$ cat src/rtl/cpu_sequencer_if.sv
// cpu_sequencer_if: control bundle between the instruction sequencer and the CPU datapath/RAM.
// Ports (signals):
//   opcode  - IR opcode field, driven by the datapath
//   zero    - accumulator==0 flag, driven by the datapath
//   sel     - address mux select (1=PC, 0=IR operand)
//   rd, wr  - RAM read / write strobes
//   data_e  - AC drives the shared data bus
//   ld_ir, ld_ac, ld_pc, inc_pc - register load / increment enables
//   halt    - CPU halted
//   phase   - current sequencer phase (debug)
// Modports: master = sequencer (drives controls), slave = datapath (drives opcode/zero).
interface cpu_sequencer_if #(
    parameter int OPCODE_WIDTH = 3,
    parameter int PHASE_WIDTH  = 3
);
    logic [OPCODE_WIDTH-1:0] opcode;
    logic                    zero;
    logic                    sel;
    logic                    rd;
    logic                    wr;
    logic                    data_e;
    logic                    ld_ir;
    logic                    ld_ac;
    logic                    ld_pc;
    logic                    inc_pc;
    logic                    halt;
    logic [PHASE_WIDTH-1:0]  phase;

    modport master (
        input  opcode, zero,
        output sel, rd, wr, data_e, ld_ir, ld_ac, ld_pc, inc_pc, halt, phase
    );

    modport slave (
        output opcode, zero,
        input  sel, rd, wr, data_e, ld_ir, ld_ac, ld_pc, inc_pc, halt, phase
    );
endinterface

$ cat src/rtl/cpu_sequencer.sv
// cpu_sequencer: 8-phase fetch/execute controller for the 8-bit accumulator CPU.
// Ports:
//   clk   - system clock, state updates on rising edge
//   n_rst - asynchronous active-low reset
//   bus   - cpu_sequencer_if.master: opcode/zero in; sel, rd, wr, data_e,
//           ld_ir, ld_ac, ld_pc, inc_pc, halt, phase out
module cpu_sequencer #(
    parameter int OPCODE_WIDTH = 3,
    parameter int PHASE_WIDTH  = 3
) (
    input logic              clk,
    input logic              n_rst,
    cpu_sequencer_if.master  bus
);
    typedef enum logic [PHASE_WIDTH-1:0] {
        INST_ADDR, INST_FETCH, INST_LOAD, IDLE, OP_ADDR, OP_FETCH, ALU_OP, STORE
    } phase_t;

    localparam logic [OPCODE_WIDTH-1:0] OP_HLT = OPCODE_WIDTH'(0);
    localparam logic [OPCODE_WIDTH-1:0] OP_SKZ = OPCODE_WIDTH'(1);
    localparam logic [OPCODE_WIDTH-1:0] OP_ADD = OPCODE_WIDTH'(2);
    localparam logic [OPCODE_WIDTH-1:0] OP_AND = OPCODE_WIDTH'(3);
    localparam logic [OPCODE_WIDTH-1:0] OP_XOR = OPCODE_WIDTH'(4);
    localparam logic [OPCODE_WIDTH-1:0] OP_LDA = OPCODE_WIDTH'(5);
    localparam logic [OPCODE_WIDTH-1:0] OP_STO = OPCODE_WIDTH'(6);
    localparam logic [OPCODE_WIDTH-1:0] OP_JMP = OPCODE_WIDTH'(7);

    phase_t r_phase;
    logic   r_halted;
    phase_t w_phase_nxt;
    logic   w_halted_nxt;
    logic   w_hlt;
    logic   w_sto;
    logic   w_jmp;
    logic   w_skz;
    logic   w_aluop;
    logic   w_exec;

    assign w_hlt   = bus.opcode == OP_HLT;
    assign w_sto   = bus.opcode == OP_STO;
    assign w_jmp   = bus.opcode == OP_JMP;
    assign w_skz   = bus.opcode == OP_SKZ;
    assign w_aluop = bus.opcode inside {OP_ADD, OP_AND, OP_XOR, OP_LDA};
    // Operand-side phases where ALU ops keep the RAM read going and jumps/stores act
    assign w_exec  = r_phase inside {ALU_OP, STORE};
    assign bus.phase = r_phase;

    always_ff @(posedge clk or negedge n_rst) begin
        if (!n_rst) begin
            r_phase  <= INST_ADDR;
            r_halted <= 1'b0;
        end else begin
            r_phase  <= w_phase_nxt;
            r_halted <= w_halted_nxt;
        end
    end

    always_comb begin
        w_phase_nxt  = r_phase;
        w_halted_nxt = r_halted;
        bus.sel      = 1'b0;
        bus.rd       = 1'b0;
        bus.wr       = 1'b0;
        bus.data_e   = 1'b0;
        bus.ld_ir    = 1'b0;
        bus.ld_ac    = 1'b0;
        bus.ld_pc    = 1'b0;
        bus.inc_pc   = 1'b0;
        bus.halt     = r_halted || (r_phase == OP_ADDR && w_hlt);
        if (!r_halted) begin
            // HLT freezes the counter at OP_ADDR; the halted flag then masks every strobe
            w_halted_nxt = r_phase == OP_ADDR && w_hlt;
            w_phase_nxt  = w_halted_nxt ? r_phase : phase_t'(r_phase + 1'b1);
            bus.sel      = r_phase inside {INST_ADDR, INST_FETCH, INST_LOAD, IDLE};
            bus.rd       = r_phase inside {INST_FETCH, INST_LOAD, IDLE} ||
                           (w_aluop && r_phase inside {OP_FETCH, ALU_OP, STORE});
            bus.ld_ir    = r_phase inside {INST_LOAD, IDLE};
            bus.inc_pc   = (r_phase == OP_ADDR && !w_hlt) || (r_phase == ALU_OP && w_skz && bus.zero);
            bus.ld_pc    = w_exec && w_jmp;
            bus.data_e   = w_exec && w_sto;
            bus.wr       = r_phase == STORE && w_sto;
            bus.ld_ac    = r_phase == STORE && w_aluop;
        end
    end
endmodule

$ cat src/flat_wrapper.sv
// flat-port wrapper written by rule: the top's interface ports become plain ports
module cpu_sequencer_flat 
#(
    parameter int OPCODE_WIDTH = 3,
    parameter int PHASE_WIDTH  = 3
)
  (clk, n_rst, bus_opcode, bus_zero, bus_sel, bus_rd, bus_wr, bus_data_e, bus_ld_ir, bus_ld_ac, bus_ld_pc, bus_inc_pc, bus_halt, bus_phase);
  cpu_sequencer_if #(.OPCODE_WIDTH(OPCODE_WIDTH), .PHASE_WIDTH(PHASE_WIDTH)) bus_i ();
  input logic clk;
  input logic n_rst;
  input wire logic [$bits(bus_i.opcode)-1:0] bus_opcode;
  input wire logic [$bits(bus_i.zero)-1:0] bus_zero;
  output wire logic [$bits(bus_i.sel)-1:0] bus_sel;
  output wire logic [$bits(bus_i.rd)-1:0] bus_rd;
  output wire logic [$bits(bus_i.wr)-1:0] bus_wr;
  output wire logic [$bits(bus_i.data_e)-1:0] bus_data_e;
  output wire logic [$bits(bus_i.ld_ir)-1:0] bus_ld_ir;
  output wire logic [$bits(bus_i.ld_ac)-1:0] bus_ld_ac;
  output wire logic [$bits(bus_i.ld_pc)-1:0] bus_ld_pc;
  output wire logic [$bits(bus_i.inc_pc)-1:0] bus_inc_pc;
  output wire logic [$bits(bus_i.halt)-1:0] bus_halt;
  output wire logic [$bits(bus_i.phase)-1:0] bus_phase;
  assign bus_i.opcode = bus_opcode;
  assign bus_i.zero = bus_zero;
  assign bus_sel = bus_i.sel;
  assign bus_rd = bus_i.rd;
  assign bus_wr = bus_i.wr;
  assign bus_data_e = bus_i.data_e;
  assign bus_ld_ir = bus_i.ld_ir;
  assign bus_ld_ac = bus_i.ld_ac;
  assign bus_ld_pc = bus_i.ld_pc;
  assign bus_inc_pc = bus_i.inc_pc;
  assign bus_halt = bus_i.halt;
  assign bus_phase = bus_i.phase;
  cpu_sequencer #(.OPCODE_WIDTH(OPCODE_WIDTH), .PHASE_WIDTH(PHASE_WIDTH)) u_core (.clk(clk), .n_rst(n_rst), .bus(bus_i));
endmodule
$ cat config.mk
export PLATFORM = sky130hd
export DESIGN_NAME = cpu_sequencer_flat
export DESIGN_NICKNAME = d
export VERILOG_FILES = /design/src/rtl/cpu_sequencer_if.sv /design/src/rtl/cpu_sequencer.sv /design/src/flat_wrapper.sv
export SDC_FILE = /design/constraint.sdc
export NUM_CORES = 1
export LEC_CHECK = 0
export BUFFER_PORTS_ARGS = -buffer_cell sky130_fd_sc_hd__buf_4
export CORE_AREA = 3 3 40 42
export DETAILED_ROUTE_END_ITERATION = 10
export DIE_AREA = 0 0 43 45
export GPL_TIMING_DRIVEN = 0
export SYNTH_ARGS = -nofsm -noshare
export SYNTH_HDL_FRONTEND = slang
export SYNTH_SLANG_ARGS = --single-unit
$ cat constraint.sdc
create_clock -name clk -period 3.8 [get_ports clk]
set_clock_uncertainty 0.05 [all_clocks]
set_input_delay 0.38 -clock clk [delete_from_list [all_inputs] [get_ports clk]]
set_output_delay 0.38 -clock clk [all_outputs]
set_load 0.02 [all_outputs]
==> results_dict.tcl <==
set metrics [dict create \
    wl_per_cell_um 11.0 \
    rsz0062_at_grt "false" \
    holdCritPathClass "in -> async" \
    crit_chain "inv_1 -> ha_1 -> nor4b_2 -> a21oi_2 -> inv_1 -> buf_4" \
    vias 356 \
    numCtsBuffers 3 \
    slowest_delay_ps 450 \
    worst_pin_slew_ps 381 \
    r2r_end "u_core.bus.phase[1]$_DFFE_PN0P_" \
    status "finished, final reports clean" \
    place.gp.congestion 0.748 \
    power.leakage_nw 0.274 \
    nFillCells 130 \
    clk_pin_slew_ps 40 \
    finalMaxSlewViolations 0 \
    combPwrFrac 0.653 \
    dieWidth_um 43 \
    syn_area_sq_um 360 \
    p_seq_frac 0.234 \
    clock_latency_ps 230 \
    final_cell_area_sq_um 539 \
    rr_worst_depth 5 \
    start_util 0.280 \
    layout_common_cells "buf_4 (17), ha_1 (6), inv_1 (5), nor2_1 (4), dfrtp_1 (4)" \
    n_antenna_cell 0 \
    syn_to_final_growth_pct 49.7 \
    dp.final_hpwl_um 696 \
    antenna_left 0 \
    vias_per_cell 4.62 \
    row_count 13 \
    clkPwrFrac 0.113 \
    setup_viol 0 \
    p_total_mw 0.441 \
    cts_tree "built" \
    grt_pass1_wl_um 1370 \
    hold_ws_ps 437 \
    reg2reg_slack_ps 2140 \
    antenna_found_initial 0 \
    core_area_sq_um 1280 \
    grtUsageTotal 0.0952 \
    slowest_stage "dfrtp_1" \
    root_buffer "clkbuf_4" \
    die_h_um 45 \
    drtIter0Drc 1 \
    crit_fanout 7 \
    switching_power_mw 0.210 \
    io_pins 18 \
    synth-seq-area-share 0.278 \
    slew_headroom 0.746 \
    crit_arrival_ps 1640 \
    path_class "reg -> out" \
    htreeDepth 1 \
    final_common_cell "buf_4" \
    ys_seq_elements 4 \
    routed_wl_um 849 \
    cts_buffer_depth 2 \
    drive_above_1_share 0.371 \
    period_needed_ps 2070 \
    portBuffers 17 \
    hold_violations 0 \
    cp_num_buf_inv 3 \
    path_common_cell "inv_1" \
    drc 0 \
    instances_no_fill 77 \
    finalCritPeriodShare 0.545 \
    p_int_mw 0.230 \
    avgSynthCellArea_sq_um 8.79 \
    grt_start_max_net_pins 11 \
    fin_nets 76 \
    critical_path.top_delay_family "flip-flops" \
    fmax_ghz 0.483 \
    grt_pass1_vias 335 \
    critPathRequiredTime_ps 3370 \
    max_cap_violations 0 \
    pwr_density_cell_nw_per_um2 817 \
    switching_share 0.478 \
    cp-end-kind "primary output" \
    synthesis.instances 41 \
    synth_nets 53 \
    firstDrtPassIters 2 \
    irDropWorstVdd_mv 0.374 \
    dp_cells 73 \
    post_cts_resized 0 \
    yosysWarningCount 0 \
    finalSetupTns_ps 0 \
    die_area_sq_um 1940 \
    grt-ovfl-total 0 \
    clock_sinks 4 \
    rr_startpoint "u_core.bus.phase[1]$_DFFE_PN0P_" \
    critPathLaunchType "flip-flop" \
    placed_area_sq_um 507 \
    yosys.cell_types.count 20 \
]
-- worst max-delay path by stage --
stage	startpoint	end	depth (start not counted)	slack [ps]
floorplan	u_core.bus.phase[1]$_DFFE_PN0P_	bus_wr	3	1740
global placement	u_core.bus.phase[1]$_DFFE_PN0P_	bus_halt	6	1960
detailed placement	u_core.bus.phase[1]$_DFFE_PN0P_	bus_halt	6	1930
CTS	u_core.bus.phase[1]$_DFFE_PN0P_	bus_halt	6	1680
global route	u_core.bus.phase[1]$_DFFE_PN0P_	bus_halt	6	1600
finish	u_core.bus.phase[1]$_DFFE_PN0P_	bus_halt	6	1730
-- final cells by class --
type / instances / area (sq um) / share of cell area
multi-input cells: 31 / 238 / 0.441
repair buffers: 18 / 138 / 0.255
flip-flops and latches: 4 / 100 / 0.186
clock buffers: 3 / 22.5 / 0.0418
inverters: 5 / 18.8 / 0.0348
well taps: 15 / 18.8 / 0.0348
plain buffers: 1 / 3.75 / 0.00696
-- power by group through the flow --
stage                     logic (mW)  registers, mW  clock network (mW)
after floorplan                0.167          0.115                   0
after global placement         0.287          0.103                   0
after detailed placement       0.291          0.104                   0
after CTS                      0.294          0.103              0.0532
after global routing           0.317          0.108              0.0549
final                          0.288          0.103              0.0498
-- synth_stat cells --
cell type	number	area [sq um]
ha_1	6	75.1
inv_1	5	18.8
dfrtp_1	4	100
nor2_1	4	15.0
nor3_1	3	15.0
a31oi_1	2	12.5
nand2_1	2	7.51
nor4_1	2	12.5
o21ai_0	2	10.0
a21oi_2	1	8.76
and3_1	1	6.26
clkbuf_1	1	3.75
mux2_4	1	15.0
nand3_1	1	5.00
nor2b_1	1	6.26
nor4b_1	1	8.76
nor4b_2	1	15.0
o31ai_1	1	7.51
xnor2_1	1	8.76
xor2_1	1	8.76
-- logic make-up (layout without fill, tap and decap cells) --
group                    count (synthesis)  in the layout  share of synthesized area
buffers and inverters                    6             27                     0.0625
AO/OA/AOI/OAI                            6              6                      0.108
adder cells (fa/ha/maj)                  6              6                      0.208
multiplexers                             1              1                     0.0417
flip-flops                               4              4                      0.278
XOR/XNOR                                 2              2                     0.0486
AND/OR/NAND/NOR                         16             16                      0.253
-- registers in the layout, indices dropped and copies added, names as in the netlist --
| signal | cells |
|---|---|
| u_core.bus.phase | 3 |
| u_core.r_halted | 1 |
-- worst reg2reg max path: stages, from the launching register on --
cell	delay (ps)
dfrtp_1	450
inv_1	130
ha_1	170
nor4b_2	300
a21oi_2	140
mux2_4	310
-- timing repair --
item,in CTS,in global routing
hold buffers,1,0
setup buffers,0,0
hold endpoints to repair,4,0
endpoints found under the setup margin,0,0
-- metrics by stage --
step           worst slack [ps]   util
2_1_floorplan              1740      -
3_3_place_gp               1960  0.394
3_5_place_dp               1930  0.394
4_1_cts                    1680  0.420
5_1_grt                    1600  0.420
6_report                   1730  0.420
-- routing by layer --
layer / up-vias / part of all wire / track usage
met1: 158 / 0.46 / 0.119
met5: - / 0 / 0
li1: 184 / - / -
met4: 0 / 0 / 0.0723
met2: 14 / 0.45 / 0.147
met3: 0 / 0.085 / 0.0159
Power figures use the tool's default switching activity.
